<file path="src/rtl/mc_pkg.sv">
// Shared encodings for the multi-cycle MIPS-subset controller: states, opcodes,
// funct codes, ALU/next-PC selects and the ALU-select decode shared with the ALU bench.
package mc_pkg;

    typedef enum logic [3:0] {
        FETCH  = 4'd0,
        DECODE = 4'd1,
        EXE_R  = 4'd2,
        EXE_I  = 4'd3,
        EXE_M  = 4'd4,
        MEM_RD = 4'd5,
        MEM_WR = 4'd6,
        WB_R   = 4'd7,
        WB_I   = 4'd8,
        WB_M   = 4'd9,
        BRANCH = 4'd10,
        JUMP   = 4'd11
    } state_t;

    localparam logic [5:0] OP_RTYPE = 6'b000000;
    localparam logic [5:0] OP_ADDIU = 6'b001001;
    localparam logic [5:0] OP_ORI   = 6'b001101;
    localparam logic [5:0] OP_LUI   = 6'b001111;
    localparam logic [5:0] OP_LW    = 6'b100011;
    localparam logic [5:0] OP_SW    = 6'b101011;
    localparam logic [5:0] OP_BEQ   = 6'b000100;
    localparam logic [5:0] OP_J     = 6'b000010;

    localparam logic [5:0] FN_ADDU = 6'b100001;
    localparam logic [5:0] FN_SUBU = 6'b100011;
    localparam logic [5:0] FN_AND  = 6'b100100;
    localparam logic [5:0] FN_OR   = 6'b100101;
    localparam logic [5:0] FN_SLT  = 6'b101010;

    localparam logic [2:0] ALU_ADD = 3'b000;
    localparam logic [2:0] ALU_SUB = 3'b001;
    localparam logic [2:0] ALU_AND = 3'b010;
    localparam logic [2:0] ALU_OR  = 3'b011;
    localparam logic [2:0] ALU_SLT = 3'b100;
    localparam logic [2:0] ALU_LUI = 3'b101;

    localparam logic [1:0] NPC_SEQ = 2'b00;
    localparam logic [1:0] NPC_BR  = 2'b01;
    localparam logic [1:0] NPC_JMP = 2'b10;

    typedef struct packed {
        logic [2:0] aluop;
        logic       extop;
        logic       alusrc;
    } alu_sel_t;

    function automatic logic funct_legal(input logic [5:0] funct);
        return (funct == FN_ADDU) || (funct == FN_SUBU) || (funct == FN_AND) ||
               (funct == FN_OR)   || (funct == FN_SLT);
    endfunction

    function automatic logic [2:0] funct_to_aluop(input logic [5:0] funct);
        logic [2:0] a;
        case (funct)
            FN_SUBU: a = ALU_SUB;
            FN_AND:  a = ALU_AND;
            FN_OR:   a = ALU_OR;
            FN_SLT:  a = ALU_SLT;
            default: a = ALU_ADD;
        endcase
        return a;
    endfunction

    // ALU operand/operation selects are held steady across every state of an
    // instruction that keeps the ALU result live (address, write-back value).
    function automatic alu_sel_t decode_alu_sel(input state_t st, input logic [5:0] op,
                                                input logic [5:0] funct);
        alu_sel_t s;
        s = '0;
        case (st)
            EXE_R, WB_R: s.aluop = funct_to_aluop(funct);
            EXE_I, WB_I: begin
                s.alusrc = 1'b1;
                case (op)
                    OP_ADDIU: begin s.extop = 1'b1; s.aluop = ALU_ADD; end
                    OP_ORI:   s.aluop = ALU_OR;
                    OP_LUI:   s.aluop = ALU_LUI;
                    default:  s.aluop = ALU_ADD;
                endcase
            end
            EXE_M, MEM_RD, MEM_WR: begin
                s.alusrc = 1'b1;
                s.extop  = 1'b1;
                s.aluop  = ALU_ADD;
            end
            BRANCH: begin
                s.extop = 1'b1;
                s.aluop = ALU_SUB;
            end
            default: s = '0;
        endcase
        return s;
    endfunction

endpackage

</file>
<file path="src/rtl/mc_ctrl.sv">
// Multi-cycle controller: sequences fetch/decode/execute/memory/write-back and
// drives every datapath write enable and mux select from the current state.
module mc_ctrl
    import mc_pkg::*;
(
    input  logic       clock,
    input  logic       reset,
    input  logic [5:0] op,
    input  logic [5:0] funct,
    input  logic       zero,
    output logic       pc_write,
    output logic [1:0] npc_sel,
    output logic       ir_write,
    output logic       reg_write,
    output logic       regdst,
    output logic       extop,
    output logic       alusrc,
    output logic [2:0] aluop,
    output logic       mem_write,
    output logic       mem_to_reg,
    output logic       instr_done,
    output logic       illegal
);

    state_t   state;
    state_t   next_state;
    alu_sel_t sel;

    assign sel = decode_alu_sel(state, op, funct);

    always_ff @(posedge clock) begin
        if (reset) state <= FETCH;
        else       state <= next_state;
    end

    always_comb begin
        next_state = FETCH;
        pc_write   = 1'b0;
        npc_sel    = NPC_SEQ;
        ir_write   = 1'b0;
        reg_write  = 1'b0;
        regdst     = 1'b0;
        mem_write  = 1'b0;
        mem_to_reg = 1'b0;
        instr_done = 1'b0;
        illegal    = 1'b0;
        aluop      = sel.aluop;
        extop      = sel.extop;
        alusrc     = sel.alusrc;

        case (state)
            FETCH: begin
                ir_write   = 1'b1;
                pc_write   = 1'b1;
                next_state = DECODE;
            end
            DECODE: begin
                case (op)
                    OP_RTYPE: begin
                        if (funct_legal(funct)) next_state = EXE_R;
                        else begin illegal = 1'b1; instr_done = 1'b1; end
                    end
                    OP_ADDIU, OP_ORI, OP_LUI: next_state = EXE_I;
                    OP_LW, OP_SW:             next_state = EXE_M;
                    OP_BEQ:                   next_state = BRANCH;
                    OP_J:                     next_state = JUMP;
                    default: begin illegal = 1'b1; instr_done = 1'b1; end
                endcase
            end
            EXE_R:  next_state = WB_R;
            EXE_I:  next_state = WB_I;
            EXE_M:  next_state = (op == OP_SW) ? MEM_WR : MEM_RD;
            MEM_RD: next_state = WB_M;
            WB_R: begin
                reg_write  = 1'b1;
                regdst     = 1'b1;
                instr_done = 1'b1;
            end
            WB_I: begin
                reg_write  = 1'b1;
                instr_done = 1'b1;
            end
            WB_M: begin
                reg_write  = 1'b1;
                mem_to_reg = 1'b1;
                instr_done = 1'b1;
            end
            MEM_WR: begin
                mem_write  = 1'b1;
                instr_done = 1'b1;
            end
            BRANCH: begin
                npc_sel    = NPC_BR;
                pc_write   = zero;
                instr_done = 1'b1;
            end
            JUMP: begin
                npc_sel    = NPC_JMP;
                pc_write   = 1'b1;
                instr_done = 1'b1;
            end
            default: next_state = FETCH;
        endcase

        // Reset silences the datapath entirely, FETCH's enables included.
        if (reset) begin
            pc_write   = 1'b0;
            npc_sel    = NPC_SEQ;
            ir_write   = 1'b0;
            reg_write  = 1'b0;
            regdst     = 1'b0;
            mem_write  = 1'b0;
            mem_to_reg = 1'b0;
            instr_done = 1'b0;
            illegal    = 1'b0;
            aluop      = 3'b000;
            extop      = 1'b0;
            alusrc     = 1'b0;
        end
    end

endmodule

</file>
<file path="config.mk">
export PLATFORM = sky130hd
export DESIGN_NAME = mc_ctrl
export DESIGN_NICKNAME = d
export VERILOG_FILES = /design/src/rtl/mc_pkg.sv /design/src/rtl/mc_ctrl.sv
export SDC_FILE = /design/constraint.sdc
export NUM_CORES = 1
export LEC_CHECK = 0
export BUFFER_PORTS_ARGS = -buffer_cell sky130_fd_sc_hd__buf_2
export CORE_MARGIN = 10
export CORE_UTILIZATION = 40
export CTS_CLUSTER_SIZE = 40
export DETAILED_ROUTE_END_ITERATION = 12
export PLACE_DENSITY = 0.68
export SYNTH_ARGS = -nofsm -noshare
export SYNTH_HDL_FRONTEND = slang
export SYNTH_SLANG_ARGS = --single-unit
</file>
<file path="constraint.sdc">
create_clock -name clock -period 4 [get_ports clock]
set_input_delay 0.8 -clock clock [delete_from_list [all_inputs] [get_ports clock]]
set_output_delay 0.8 -clock clock [all_outputs]
set_load 0.05 [all_outputs]
</file>
==> metrics <==
required time of the critical path 3.20 ns; Yosys reg bits 4; register area share after synthesis 11.9%; asr flop ratio synth 0%; fin. max-slew vios 0; LEAKAGE 0.337 nW; Top reg by flops state; Setup Skew 0.00640 ns; Netlist Area Pre-Place 674 µm²; adder-cell share of the synthesized area 0%; worst hold path class reg2reg; clk root buf clkbuf_4; Logic pwr share 37.5%; most used flip-flop cell after synthesis dfxtp_1; RSZ-0062 raised after global routing false; post-route clock period utilization 74.1%; vias per std cell 5.87; Peak VDD IR 0.120 mV; main combinational cell family by area after synthesis simple AND/OR/NAND/NOR gates; DRT Pass-1 Iters 4; Slew headroom 60.2%; net switching power 0.0000578 W; final hold vios 0; Synth area leaders dfxtp_1 12%, nor2_1 6.1%, nor3_1 5.2%; antenna violations before repair 0; largest net degree at the start of global routing 20; core area 0.00156 mm²; wire length per cell 13.8 µm; NumNets Final 143; Highest Signal Layer met3; Finished Cell Area 815 µm²; crit path DAT 2.16 ns; routed vias 833; area share of the largest cell type after synthesis 11.9%; vias in the first global route 763; Reg area 80.1 µm²; post-detail-place hpwl 1580 µm; Port Buf Inserts 29; complex-gate fraction of the synthesized area 21.9%; Largest register FFs 4; area grow syn2layout 20.8%; first-pass GRT wire length 3260 µm; P per Cell Area 188 mW/mm²; leading area contributor after synthesis dfxtp_1; met2 wire length 848 µm; Num CTS Buffers 3; Starting Density 43.3%; synth unique cells 42; routability cong. 0.834; fmax 0.337 GHz; clock power share 31.8%; row cnt 14; Critical Path End Type output port; total global-route track usage 10.6%; CTS Sinks 4; Post CTS Setup Buffer Count 0; Routed met3 length 176 µm; CP Max Fanout 11; Mean Syn Cell Area 6.68 µm²; CTS tree yes; WL final 1960 µm; Synth Area in Simple Gates 53.4%; status finished clean; met1 wire length 935 µm; H-tree levels 1; top-count cell post-synth nor2_1; CTS Hold Bufs 0; biggest regs state x4; grt ovf 0; multiplexer share of the synthesized area 1.48%; commonest cells in the netlist 11 x nor2_1, 7 x nor3_1, 6 x nand2_1, 5 x a21oi_1, 5 x nand3_1; width of the die 61.1 µm; Die Area 0.00373 mm²; IO Pins 30; post-route setup TNS 0 ns; share of cells above drive strength 1 27.8%; DRC 0; switching share of total power 37.7%; Diodes inserted 0; # resized after CTS 0; clk buf depth 2; dpl cell area 792 µm²; Die H 61.1 µm; Internal Pwr Total 0.0000955 W; Synthesized Nets 116; multi-input logic area 536 µm²; fillers 163; Yosys warning count 0; Worst-Skew Late Latency 0.23 ns; FF-to-FF setup slack 2.58 ns; Routed Antenna Nets 0; CP Class in2out; CP Launch Type input pin; Clock Pin Slew Worst Setup and Hold Paths 0.04 ns; max cap viols 0; Finish-stage setup viols 0; min Tclk post-route 2.96 ns; post-synthesis instance total 101; sequential power share 30.7%; 1st-iter DRT viols 12; XOR/XNOR Fraction of Synth Area 2.60%; Worst Max-Slew Pin Slew 0.596 ns; Post-synth EDFFs 0
area by class of cell:
cell class / instances / area share [%]
clock buffers: 3 / 2.76
inverters: 3 / 1.38
well taps: 16 / 2.46
multi-input cells: 87 / 65.7
flip-flops and latches: 4 / 9.83
repair buffers: 29 / 17.8
worst paths after layout:
path                            start  depth (start not counted)             endpoint
setup / recovery                reset                          6             aluop[1]
hold / removal    state[0]$_SDFF_PP0_                          2  state[3]$_SDFF_PP0_
setup reg to reg  state[1]$_SDFF_PP0_                          4  state[2]$_SDFF_PP0_
hold reg to reg   state[0]$_SDFF_PP0_                          2  state[3]$_SDFF_PP0_
routing by layer:
| layer | GRT usage (%) | vias to the layer above |
|---|---|---|
| met4 | 1.95 | 0 |
| met3 | 2.26 | 0 |
| met1 | 14.2 | 362 |
| li1 | - | 439 |
| met5 | 0 | - |
| met2 | 17.0 | 32 |
power by group through the flow:
stage | combinational, W | sequential (W) | clock, W
floorplan | 0.0000429 | 0.0000431 | 0
global placement | 0.0000566 | 0.0000475 | 0
detailed placement | 0.0000572 | 0.0000477 | 0
CTS | 0.0000576 | 0.0000470 | 0.0000486
global route | 0.0000635 | 0.0000478 | 0.0000533
finish | 0.0000574 | 0.0000471 | 0.0000487
through the flow:
step	setup slack (ns)	utilization [%]	total power, W	instances	hold WS, ns
floorplan	0.805	-	0.0000860	101	0.519
global placement	1.04	50.8	0.000104	139	0.644
detailed placement	0.994	50.8	0.000105	139	0.647
CTS	1.00	52.2	0.000153	142	0.652
global route	0.838	52.2	0.000165	142	0.715
finish	1.04	52.2	0.000153	142	0.647
cell usage in the layout, fill, tap and decap left out, types with 2 or more instances in the layout:
cell type   n
nand3b_1    4
nand3_1     5
o22ai_1     2
or3b_1      3
clkbuf_4    3
nand2b_1    3
inv_1       2
nor3_1      7
a31oi_1     2
dfxtp_1     4
or3_1       2
buf_2      29
o21ai_0     4
and2_1      3
and3_1      2
o211ai_1    2
nor4_1      2
nand4_1     2
nand2_1     6
nor2_1     11
nor3b_1     2
a21oi_1     5
nor2b_1     4
cells by family (layout without fill, tap and decap cells):
logic type,count (synthesis),count (layout)
and+or+nand+nor,62,62
buffers and inverters,10,35
xor gates and xnor gates,2,2
muxes,1,1
AOI/OAI and AO/OA,22,22
DFF,4,4
worst max-delay path, cell delays in order:
cell	delay, ns
buf_2	0.16
nor2_2	0.19
nand4_1	0.15
or4b_1	0.49
o21ai_0	0.08
buf_2	0.28
No activity file was read; power rests on OpenSTA's default activity.
